$ cat config.mk
export PLATFORM = sky130hd
export DESIGN_NAME = mem_stage_ctrl_flat
export DESIGN_NICKNAME = d
export VERILOG_FILES = /design/src/rtl/mem_stage_ctrl_if.sv /design/src/rtl/mem_stage_ctrl.sv /design/src/flat_wrapper.sv
export SDC_FILE = /design/constraint.sdc
export NUM_CORES = 1
export LEC_CHECK = 0
export ABC_CLOCK_PERIOD_IN_PS = 4000
export BUFFER_PORTS_ARGS = -buffer_cell sky130_fd_sc_hd__buf_2
export CORE_ASPECT_RATIO = 2
export CORE_MARGIN = 1
export CORE_UTILIZATION = 41
export CTS_CLUSTER_DIAMETER = 30
export DETAILED_ROUTE_END_ITERATION = 7
export PLACE_DENSITY = 0.94
export SLEW_MARGIN = 20
export SYNTH_ARGS = -nofsm -noshare
export SYNTH_HDL_FRONTEND = slang
export SYNTH_SLANG_ARGS = --single-unit
export TNS_END_PERCENT = 5
$ cat constraint.sdc
create_clock -name clk -period 4 [get_ports clk]
set_input_delay 0.2 -clock clk [delete_from_list [all_inputs] [get_ports clk]]
set_output_delay 0.2 -clock clk [all_outputs]
set_load 0.05 [all_outputs]
$ cat src/rtl/mem_stage_ctrl_if.sv
// Bundle between the EX/MEM register, the data memory and the MEM/WB register.
// The DUT uses the slave modport; the upstream/memory environment uses master.
interface mem_stage_ctrl_if #(
    parameter int ADDR_W = 8,
    parameter int DATA_W = 32,
    parameter int RD_W   = 5
);
    logic              ex_valid;
    logic              ex_memread;
    logic              ex_memwrite;
    logic              ex_regwrite;
    logic [RD_W-1:0]   ex_rd;
    logic [DATA_W-1:0] ex_alu_result;
    logic [DATA_W-1:0] ex_wdata;
    logic              stall;
    logic              mem_read;
    logic              mem_write;
    logic [ADDR_W-1:0] mem_addr;
    logic [DATA_W-1:0] mem_wdata;
    logic [DATA_W-1:0] mem_rdata;
    logic              wb_valid;
    logic              wb_regwrite;
    logic [RD_W-1:0]   wb_rd;
    logic [DATA_W-1:0] wb_data;

    modport master (
        output ex_valid, ex_memread, ex_memwrite, ex_regwrite, ex_rd,
               ex_alu_result, ex_wdata, mem_rdata,
        input  stall, mem_read, mem_write, mem_addr, mem_wdata,
               wb_valid, wb_regwrite, wb_rd, wb_data
    );

    modport slave (
        input  ex_valid, ex_memread, ex_memwrite, ex_regwrite, ex_rd,
               ex_alu_result, ex_wdata, mem_rdata,
        output stall, mem_read, mem_write, mem_addr, mem_wdata,
               wb_valid, wb_regwrite, wb_rd, wb_data
    );
endinterface

$ cat src/rtl/mem_stage_ctrl.sv
// MEM-stage sequencer: drives data-memory strobes, stalls one cycle per load, registers MEM/WB.
// Optional last-store forwarding buffer is enabled by defining LOAD_FWD_EN.
module mem_stage_ctrl #(
    parameter int ADDR_W = 8,
    parameter int DATA_W = 32,
    parameter int RD_W   = 5
) (
    input  logic             clk,
    input  logic             reset,
    mem_stage_ctrl_if.slave  bus
);

    typedef enum logic [0:0] {
        IDLE      = 1'b0,
        LOAD_WAIT = 1'b1
    } state_t;

    state_t            state_r;
    logic              wb_valid_r;
    logic              wb_regwrite_r;
    logic [RD_W-1:0]   wb_rd_r;
    logic [DATA_W-1:0] wb_data_r;

    logic              ld_s;
    logic              st_s;
    logic              fwd_hit_s;
    logic [DATA_W-1:0] fwd_rdata_s;
    logic              read_s;
    logic              write_s;
    logic              stall_s;
    logic [ADDR_W-1:0] addr_s;

`ifdef LOAD_FWD_EN
    logic              fwd_valid_r;
    logic [ADDR_W-1:0] fwd_addr_r;
    logic [DATA_W-1:0] fwd_data_r;
`endif

    // Decode the presented op and generate strobes/stall; all forced low during reset.
    always_comb begin
        ld_s        = bus.ex_valid & bus.ex_memread;
        st_s        = bus.ex_valid & bus.ex_memwrite & ~bus.ex_memread;
        addr_s      = bus.ex_alu_result[ADDR_W-1:0];
`ifdef LOAD_FWD_EN
        fwd_hit_s   = fwd_valid_r & (addr_s == fwd_addr_r);
        fwd_rdata_s = fwd_data_r;
`else
        fwd_hit_s   = 1'b0;
        fwd_rdata_s = {DATA_W{1'b0}};
`endif
        read_s      = 1'b0;
        write_s     = 1'b0;
        stall_s     = 1'b0;
        if (reset) begin
            read_s  = 1'b0;
        end else begin
            case (state_r)
                IDLE: begin
                    if (ld_s && !fwd_hit_s) begin
                        read_s  = 1'b1;
                        stall_s = 1'b1;
                    end else if (st_s) begin
                        write_s = 1'b1;
                    end else begin
                        stall_s = 1'b0;
                    end
                end
                LOAD_WAIT: stall_s = 1'b0;
                default:   stall_s = 1'b0;
            endcase
        end
    end

    assign bus.stall       = stall_s;
    assign bus.mem_read    = read_s;
    assign bus.mem_write   = write_s;
    assign bus.mem_addr    = addr_s;
    assign bus.mem_wdata   = bus.ex_wdata;
    assign bus.wb_valid    = wb_valid_r;
    assign bus.wb_regwrite = wb_regwrite_r;
    assign bus.wb_rd       = wb_rd_r;
    assign bus.wb_data     = wb_data_r;

    // Sequencer state and MEM/WB register; a load waiting on memory is dropped by reset.
    always_ff @(posedge clk or posedge reset) begin
        if (reset) begin
            state_r       <= IDLE;
            wb_valid_r    <= 1'b0;
            wb_regwrite_r <= 1'b0;
            wb_rd_r       <= {RD_W{1'b0}};
            wb_data_r     <= {DATA_W{1'b0}};
`ifdef LOAD_FWD_EN
            fwd_valid_r   <= 1'b0;
            fwd_addr_r    <= {ADDR_W{1'b0}};
            fwd_data_r    <= {DATA_W{1'b0}};
`endif
        end else begin
            case (state_r)
                IDLE: begin
                    if (ld_s && !fwd_hit_s) begin
                        // Bubble while memory produces the word.
                        wb_valid_r    <= 1'b0;
                        wb_regwrite_r <= 1'b0;
                        state_r       <= LOAD_WAIT;
                    end else if (ld_s) begin
                        wb_valid_r    <= 1'b1;
                        wb_regwrite_r <= bus.ex_regwrite;
                        wb_rd_r       <= bus.ex_rd;
                        wb_data_r     <= fwd_rdata_s;
                    end else if (st_s) begin
                        wb_valid_r    <= 1'b1;
                        wb_regwrite_r <= 1'b0;
                        wb_rd_r       <= bus.ex_rd;
                        wb_data_r     <= bus.ex_alu_result;
`ifdef LOAD_FWD_EN
                        fwd_valid_r   <= 1'b1;
                        fwd_addr_r    <= addr_s;
                        fwd_data_r    <= bus.ex_wdata;
`endif
                    end else if (bus.ex_valid) begin
                        wb_valid_r    <= 1'b1;
                        wb_regwrite_r <= bus.ex_regwrite;
                        wb_rd_r       <= bus.ex_rd;
                        wb_data_r     <= bus.ex_alu_result;
                    end else begin
                        wb_valid_r    <= 1'b0;
                        wb_regwrite_r <= 1'b0;
                    end
                end
                LOAD_WAIT: begin
                    wb_valid_r    <= 1'b1;
                    wb_regwrite_r <= bus.ex_regwrite;
                    wb_rd_r       <= bus.ex_rd;
                    wb_data_r     <= bus.mem_rdata;
                    state_r       <= IDLE;
                end
                default: begin
                    wb_valid_r    <= 1'b0;
                    wb_regwrite_r <= 1'b0;
                    state_r       <= IDLE;
                end
            endcase
        end
    end

endmodule

$ cat src/flat_wrapper.sv
// flat-port wrapper written by rule: the top's interface ports become plain ports
module mem_stage_ctrl_flat 
#(
    parameter int ADDR_W = 8,
    parameter int DATA_W = 32,
    parameter int RD_W   = 5
)
  (clk, reset, bus_ex_valid, bus_ex_memread, bus_ex_memwrite, bus_ex_regwrite, bus_ex_rd, bus_ex_alu_result, bus_ex_wdata, bus_mem_rdata, bus_stall, bus_mem_read, bus_mem_write, bus_mem_addr, bus_mem_wdata, bus_wb_valid, bus_wb_regwrite, bus_wb_rd, bus_wb_data);
  mem_stage_ctrl_if #(.ADDR_W(ADDR_W), .DATA_W(DATA_W), .RD_W(RD_W)) bus_i ();
  input  logic clk;
  input  logic reset;
  input wire logic [$bits(bus_i.ex_valid)-1:0] bus_ex_valid;
  input wire logic [$bits(bus_i.ex_memread)-1:0] bus_ex_memread;
  input wire logic [$bits(bus_i.ex_memwrite)-1:0] bus_ex_memwrite;
  input wire logic [$bits(bus_i.ex_regwrite)-1:0] bus_ex_regwrite;
  input wire logic [$bits(bus_i.ex_rd)-1:0] bus_ex_rd;
  input wire logic [$bits(bus_i.ex_alu_result)-1:0] bus_ex_alu_result;
  input wire logic [$bits(bus_i.ex_wdata)-1:0] bus_ex_wdata;
  input wire logic [$bits(bus_i.mem_rdata)-1:0] bus_mem_rdata;
  output wire logic [$bits(bus_i.stall)-1:0] bus_stall;
  output wire logic [$bits(bus_i.mem_read)-1:0] bus_mem_read;
  output wire logic [$bits(bus_i.mem_write)-1:0] bus_mem_write;
  output wire logic [$bits(bus_i.mem_addr)-1:0] bus_mem_addr;
  output wire logic [$bits(bus_i.mem_wdata)-1:0] bus_mem_wdata;
  output wire logic [$bits(bus_i.wb_valid)-1:0] bus_wb_valid;
  output wire logic [$bits(bus_i.wb_regwrite)-1:0] bus_wb_regwrite;
  output wire logic [$bits(bus_i.wb_rd)-1:0] bus_wb_rd;
  output wire logic [$bits(bus_i.wb_data)-1:0] bus_wb_data;
  assign bus_i.ex_valid = bus_ex_valid;
  assign bus_i.ex_memread = bus_ex_memread;
  assign bus_i.ex_memwrite = bus_ex_memwrite;
  assign bus_i.ex_regwrite = bus_ex_regwrite;
  assign bus_i.ex_rd = bus_ex_rd;
  assign bus_i.ex_alu_result = bus_ex_alu_result;
  assign bus_i.ex_wdata = bus_ex_wdata;
  assign bus_i.mem_rdata = bus_mem_rdata;
  assign bus_stall = bus_i.stall;
  assign bus_mem_read = bus_i.mem_read;
  assign bus_mem_write = bus_i.mem_write;
  assign bus_mem_addr = bus_i.mem_addr;
  assign bus_mem_wdata = bus_i.mem_wdata;
  assign bus_wb_valid = bus_i.wb_valid;
  assign bus_wb_regwrite = bus_i.wb_regwrite;
  assign bus_wb_rd = bus_i.wb_rd;
  assign bus_wb_data = bus_i.wb_data;
  mem_stage_ctrl #(.ADDR_W(ADDR_W), .DATA_W(DATA_W), .RD_W(RD_W)) u_core (.clk(clk), .reset(reset), .bus(bus_i));
endmodule
==> metrics.sh, run 1 <==
CTS_TREE='built'
AREA_GROWTH_PCT=19.72
DIEWIDTH_UM=53.14
SYNTH-SEQ-AREA-SHARE_PCT=46.67
NUMPORTBUFFERS=124
P_INT_uW=770.2
YOSYSWARNINGCOUNT=0
ANTENNA_FOUND_INITIAL=0
INITIAL_UTILIZATION_PCT=43.28
TOP_LEVEL_PORT_COUNT=189
HOLDWS_PS=28.28
GRT.TOTAL_USAGE_PCT=20.03
LAYOUT-DRIVE-GT1-SHARE_PCT=49.47
GRT_START_MAX_NET_PINS=42
UNREPAIRED_SETUP_ENDPOINTS_AFTER_GLOBAL_ROUTING='false'
CLK_PIN_SLEW_PS=70
SEQ_AREA_UM2=1002
GRT_PASS1_VIAS=1794
CRITICAL_PATH.REG2REG.STARTPOINT='u_core.state_r'
POST_DETAIL_PLACE_HPWL_UM=4244
FIN_CRIT_PS=1835
WL_UM=5378
YS_FF_LATCH=40
POST_SYNTHESIS_CELL_TYPE_WITH_THE_LARGEST_COMBINED_AREA='sky130_fd_sc_hd__dfrtp_1'
AVGROUTEDWIREPERCELL_UM=15.73
FINAL_ANTENNA_NET_COUNT=0
FILLCELLCOUNT=484
FINALWEIGHTEDCONGESTION=0.7667
DIE_AREA_UM2=5541
TIMING.FINAL.MAX_SLEW_VIOLATIONS=0
R2R_SETUP_SLACK_PS=2360
CLOCK_SINK_COUNT=40
NUMBER_OF_HOLD_REPAIR_BUFFERS_ADDED_AT_THE_CTS_STAGE=0
SETUP_VIOLATIONS_FINAL=0
CRIT_END='bus_mem_read'
SYNTH_TOP_CELLS_BY_AREA='sky130_fd_sc_hd__dfrtp_1, sky130_fd_sc_hd__mux2i_1, sky130_fd_sc_hd__buf_4'
CTSROOTBUFFERMASTER='sky130_fd_sc_hd__clkbuf_8'
TIMING.HOLD.WORST.CLASS='input pin to async pin'
SYNTHDISTINCTLIBCELLS=17
SLEW_HEADROOM_PCT=59.79
PATH_CLASS='flip-flop to output port'
GLOBAL_ROUTE_WIRE_LENGTH_BEFORE_REPAIR_UM=8038
P_CLK_SHARE_PCT=25.0
DRT_ITER0_MARKERS=36
POWER.SHARE.SEQUENTIAL_PCT=39.5
CTSHTREEMAXLEVEL=2
CP-STARTPOINT='u_core.state_r'
LAYOUT.NETS=391
REG2REGPATHDEPTH=3
POSTSYNTHAREAPERCELL_UM2=10.51
DETAILROUTE.VIA_COUNT=1686
POST_SYNTH_INSTANCE_AREA_UM2=2145
POWER.SHARE.COMBINATIONAL_PCT=35.5
WORST_R2R_ENDPOINT='u_core.bus.wb_rd[2]'
FINCLKSKEW_PS=5.288
DRC=0
VIA_CELL_RATIO=4.930
SYNTH_TOP_AREA_SHARE_PCT=46.67
POST_LAYOUT_TOTAL_POWER_uW=1266
POST_CTS.REPAIR.SETUP_BUFFERS=0
CORE_AREA_UM2=4955
DETAIL_ROUTE.FIRST_PASS.ITERATIONS=4
SETUP_TNS_PS=0
TIMING_HOLD_VIOLATIONS_FINAL=0
RUN_STATUS='finished clean'
NUMCTSBUFFERS=5
CLOCK.FMAX_MHz=545.0
CLOCK_PATH_BUFFERS=2
SWITCHING_SHARE_PCT=39.15
LAYOUT_WORST_PATH_CYCLE_SHARE_PCT=45.87
VDD_DROP_MAX_V=0.0002606
SYNTHCELLS=204
NUM_ANTENNA_CELLS=0
MAX_CAP_VIOL_COUNT=0
GRT_OVERFLOW_TOTAL=0
SYN_NETS=311
P_PER_AREA_nW_PER_UM2=493.0
NUM_ROWS=36
POWER_LEAKAGE_uW=0.001475
CRITPATHMAXFANOUT=35
AREA_OF_THE_MULTI_INPUT_GATES_UM2=743.2
INSERTION_DELAY_PS=290
TIMING.CRITICAL_PATH.FROM_TYPE='flip-flop'
ENDPOINT_KIND='output port'
P_SW_uW=495.6
TIMING_WORST_SLEW_PIN_VALUE_PS=603.2
CTSRESIZECOUNT=0
WORST-ENDPOINT-REQUIRED_PS=3800
DIE-HEIGHT_UM=104.3
CP.ARRIVAL_PS=1630
cells in the final DEF (no fill, tap or decap), types with 2 or more instances in the layout:
cell type | Yosys | layout
sky130_fd_sc_hd__clkbuf_8 | 0 | 5
sky130_fd_sc_hd__nand2_1 | 32 | 32
sky130_fd_sc_hd__mux2i_1 | 32 | 32
sky130_fd_sc_hd__buf_2 | 2 | 124
sky130_fd_sc_hd__mux2_4 | 5 | 5
sky130_fd_sc_hd__buf_4 | 41 | 2
sky130_fd_sc_hd__o21ai_0 | 32 | 32
sky130_fd_sc_hd__dfrtp_1 | 40 | 39
sky130_fd_sc_hd__nor2_1 | 2 | 2
sequential cells by signal, summed over array words and instances (netlist names):
| signal | flops |
|---|---|
| u_core.bus.wb_regwrite | 1 |
| u_core.bus.wb_valid | 1 |
| u_core.bus.wb_rd | 5 |
| u_core.state_r | 1 |
| u_core.bus.wb_data | 32 |
how the worst min path moves through the flow:
stage	start	endpoint	slack, ps	cells past startpoint
after detailed placement	reset	u_core.bus.wb_data[10]	350	3
final	reset	u_core.bus.wb_data[31]	30	3
after floorplan	bus_mem_rdata[23]	u_core.bus.wb_data[23]	320	2
after global routing	reset	u_core.bus.wb_data[23]	80	3
after global placement	reset	u_core.bus.wb_data[17]	340	3
after CTS	reset	u_core.bus.wb_data[10]	30	3
synthesized netlist by cell type, drive strengths merged:
master,n
nor2,2
nand2b,1
dfrtp,40
nand2,32
and2,1
and3b,1
mux2,5
clkbuf,5
nor2b,1
and4b,1
o21a,1
o21ai,32
inv,2
buf,48
mux2i,32
cells by family after synthesis:
logic type | share of synthesized area (%)
flip-flops | 46.67
buffers and inverters | 18.67
multiplexers | 18.44
AND/OR/NAND/NOR | 8.402
AO/OA/AOI/OAI | 7.818
worst max-delay path, stage by stage, from the launching register on:
cell and delay, ps:
sky130_fd_sc_hd__dfrtp_2 590, sky130_fd_sc_hd__and3b_1 320, sky130_fd_sc_hd__and2_1 160, sky130_fd_sc_hd__buf_2 270
area by class of cell:
cell class              count  share of cell area [%]
clock buffers               6                   2.827
clock inverters             2                   1.365
inverters                   2                  0.2924
multi-input cells         109                   28.95
flip-flops and latches     40                   39.04
well taps                  57                   2.778
repair buffers            126                   24.76
stage by stage:
step / area [um^2] / cells / setup WS [ps] / util (%)
after floorplan: 2145 / 204 / 1887 / -
after global placement: 2460 / 334 / 2394 / 49.65
after detailed placement: 2460 / 334 / 2331 / 49.65
after CTS: 2567 / 342 / 2132 / 51.82
after global routing: 2567 / 342 / 2047 / 51.82
final: 2567 / 342 / 2165 / 51.82
power by group through the flow:
stage / Combinational, uW / Sequential (uW) / Clock, uW
final: 449 / 500 / 317
after global routing: 474 / 509 / 344
after CTS: 452 / 501 / 328
after detailed placement: 452 / 508 / 0
after global placement: 443 / 505 / 0
after floorplan: 209 / 715 / 0
metal layers:
metal,wire length [um],GRT usage [%],vias to the layer above
met2,2848,34.81,80
met1,1750,18.45,773
met4,388,17.11,0
met5,0,0,-
li1,-,-,790
met3,391,3.509,43
Power figures use the tool's default switching activity.
==> run 2: changes to the inputs <==
ABC_CLOCK_PERIOD_IN_PS = 1800   (was 4000)
CORE_UTILIZATION = 38   (was 41)
PLACE_DENSITY = 0.89   (was 0.94)
clock period = 1.8 ns   (was 4 ns; I/O delays follow)
==> run 2 against run 1 <==
  * Worst hold slack lost 20 ps
  * First-iteration DRC count unchanged
  * Clock power up 95%
==> metrics.sh, run 2 (synthesis gave the netlist of run 1 again) <==
P_INT_uW=1646  # was 770.2 uW
CORE_AREA_UM2=5420  # was 4955 um^2
FINISH.UTILIZATION_PCT=51.25  # was 51.82%
TOP_LEVEL_PORT_COUNT=189  # unchanged
LAYOUT.NETS=414  # was 391
CP.ARRIVAL_PS=1410  # was 1630 ps
CTSHTREEMAXLEVEL=2  # unchanged
POWER.SHARE.COMBINATIONAL_PCT=37.6  # was 35.5%
TIMING.HOLD.WORST.CLASS='input pin to flip-flop'  # was input pin to async pin
CRIT_PATH_CELL_TRACE='and3b_1 -> and2_1 -> buf_2'  # unchanged
UNREPAIRED_SETUP_ENDPOINTS_AFTER_GLOBAL_ROUTING='false'  # unchanged
DETAIL_ROUTE.FIRST_PASS.ITERATIONS=4  # unchanged
MAX_CAP_VIOL_COUNT=0  # unchanged
ENDPOINT_KIND='output port'  # unchanged
POST_CTS.REPAIR.SETUP_BUFFERS=0  # unchanged
MAX_REG_FLOPS=32  # unchanged
FINAL_COMMON_CELL='sky130_fd_sc_hd__buf_2'  # unchanged
DRT_ITER0_MARKERS=36  # unchanged
DETAILROUTE.VIA_COUNT=1813  # was 1686
VDD_DROP_MAX_V=0.0007444  # was 0.0002606 V
FIN_CRIT_PS=1502
WL_UM=5945  # was 5378 um
CLOCK_PATH_BUFFERS=2  # unchanged
CPMAXSTAGEDELAYCELL='sky130_fd_sc_hd__dfrtp_2'  # unchanged
P_SW_uW=1127  # was 495.6 uW
LAYOUT_WORST_PATH_CYCLE_SHARE_PCT=83.43
TIMING_HOLD_VIOLATIONS_FINAL=0  # unchanged
TIMING.FINAL.MAX_SLEW_VIOLATIONS=0  # unchanged
GRT_PASS1_VIAS=1781  # was 1794
GRT.TOTAL_USAGE_PCT=20.38  # was 20.03%
WORST-ENDPOINT-REQUIRED_PS=1710  # was 3800 ps
SETUP_VIOLATIONS_FINAL=0  # unchanged
VIA_CELL_RATIO=4.927  # was 4.930
SLEW_HEADROOM_PCT=65.57  # was 59.79%
P_CLK_SHARE_PCT=22.3  # was 25.0%
DRC=0  # unchanged
DIE-HEIGHT_UM=108.2  # was 104.3 um
GRT_START_MAX_NET_PINS=41  # was 42
CRITPATHMAXFANOUT=6  # was 35
NUMPORTBUFFERS=124  # unchanged
RUN_STATUS='finished clean'  # unchanged
DIEWIDTH_UM=55.12  # was 53.14 um
P_PER_AREA_nW_PER_UM2=998.0  # was 493.0 nW/um^2
AVGROUTEDWIREPERCELL_UM=16.15  # was 15.73 um
FINCLKSKEW_PS=2.594  # was 5.288 ps
POST_DETAIL_PLACE_HPWL_UM=4469  # was 4244 um
LAYOUT-DRIVE-GT1-SHARE_PCT=47.08  # was 49.47%
CTS_TREE='built'  # unchanged
CTSROOTBUFFERMASTER='sky130_fd_sc_hd__clkbuf_8'  # unchanged
POWER_LEAKAGE_uW=0.001563  # was 0.001475 uW
GRT_OVERFLOW_TOTAL=0  # unchanged
SETUP_TNS_PS=0  # unchanged
DIE_AREA_UM2=5966  # was 5541 um^2
SWITCHING_SHARE_PCT=40.64  # was 39.15%
FINAL_ANTENNA_NET_COUNT=0  # unchanged
CLK_PIN_SLEW_PS=70  # about the same
FINALWEIGHTEDCONGESTION=0.8213  # was 0.7667
PATH_CLASS='flip-flop to output port'  # unchanged
LAYOUT_COMMON_CELLS='sky130_fd_sc_hd__buf_2, sky130_fd_sc_hd__dfrtp_1, sky130_fd_sc_hd__mux2i_1, sky130_fd_sc_hd__nand2_1, sky130_fd_sc_hd__o21ai_0'  # unchanged
POWER.SHARE.SEQUENTIAL_PCT=40.1  # was 39.5%
NUM_ROWS=38  # was 36
POST_DP_CELL_AREA_UM2=2497  # was 2460 um^2
POST_ROUTE_DESIGN_AREA_UM2=2778  # was 2567 um^2
CRITPATHMAXSTAGEDELAY_PS=450  # was 590 ps
TIMING.CRITICAL_PATH.FROM_TYPE='flip-flop'  # unchanged
ANTENNA_FOUND_INITIAL=0  # unchanged
CLOCK.FMAX_MHz=665.9
INSERTION_DELAY_PS=290  # about the same
NUM_ANTENNA_CELLS=0  # unchanged
GLOBAL_ROUTE_WIRE_LENGTH_BEFORE_REPAIR_UM=8217  # was 8038 um
NUMCTSBUFFERS=5  # unchanged
INITIAL_UTILIZATION_PCT=39.57  # was 43.28%
TIMING_WORST_SLEW_PIN_VALUE_PS=516.5  # was 603.2 ps
AREA_GROWTH_PCT=29.52  # was 19.72%
CLOCK_SINK_COUNT=40  # unchanged
==> run 2: cell count changes in the layout (fill, tap and decap cells not counted) <==
cell and change:
sky130_fd_sc_hd__buf_4 +4, sky130_fd_sc_hd__bufinv_16 -1, sky130_fd_sc_hd__clkbuf_1 +1, sky130_fd_sc_hd__clkbuf_8 +1, sky130_fd_sc_hd__clkinv_1 -1, sky130_fd_sc_hd__clkinv_2 -1, sky130_fd_sc_hd__clkinvlp_4 +1, sky130_fd_sc_hd__dlygate4sd3_1 +19
==> run 2: power groups by stage <==
stage | Sequential (uW) | Combinational, uW | Clock, uW
2_1_floorplan | 1590 | 466 | 0
3_3_place_gp | 1120 | 998 | 0
3_5_place_dp | 1130 | 1010 | 0
4_1_cts | 1110 | 1050 | 639
5_1_grt | 1130 | 1110 | 680
6_report | 1110 | 1040 | 619
==> run 2: metrics by stage <==
| stage | total power [uW] | hold WS [ps] | setup slack (ps) | std cells |
|---|---|---|---|---|
| detailed placement | 2143 | 180.6 | 516.4 | 341 |
| CTS | 2796 | 0.3006 | 260.1 | 367 |
| finish | 2772 | 7.912 | 298.2 | 368 |
| global route | 2916 | 2.243 | 197.8 | 368 |
| global placement | 2123 | 180.6 | 550.5 | 341 |
| floorplan | 2054 | 71.43 | 185.9 | 204 |
==> run 2: layout make-up <==
type | count | area, um^2
well taps | 60 | 75.07
flip-flops and latches | 40 | 1002
clock buffers | 8 | 90.09
fillers | 523 | 2643
multi-input cells | 109 | 743.2
inverters | 2 | 11.26
repair buffers | 149 | 855.8
==> run 2: worst max-delay path, delay by kind of cell, from the launching register on <==
| kind | cells | cell delay [ps] |
|---|---|---|
| simple gates | 2 | 400 |
| buf+inv | 1 | 270 |
| flops | 1 | 450 |
==> run 2: repair_timing <==
item,4_1_cts,5_1_grt
hold endpoints to repair,57,1
setup endpoints to repair,0,0
hold buffers,18,1
gates resized for setup,0,0
==> run 2: routing by layer <==
layer	wire (um)	GRT usage (%)	up-vias
li1	-	-	847
met1	1894	17.67	823
met2	3093	33.39	89
met3	519	6.892	54
met4	437	19.46	0
met5	0	0	-
==> run 2: worst paths after layout <==
kind                                           from  slack (ps)                      to  depth (start not counted)
worst max-delay path                 u_core.state_r         300               bus_stall                          3
worst min-delay path              bus_mem_rdata[22]           8  u_core.bus.wb_data[22]                          3
worst max register to register       u_core.state_r         660     u_core.bus.wb_rd[2]                          2
worst min register to register  u_core.bus.wb_rd[1]         510     u_core.bus.wb_rd[1]                          1
max in group asynchronous                     reset         910          u_core.state_r                          4
min in group asynchronous                     reset         520  u_core.bus.wb_data[21]                          4
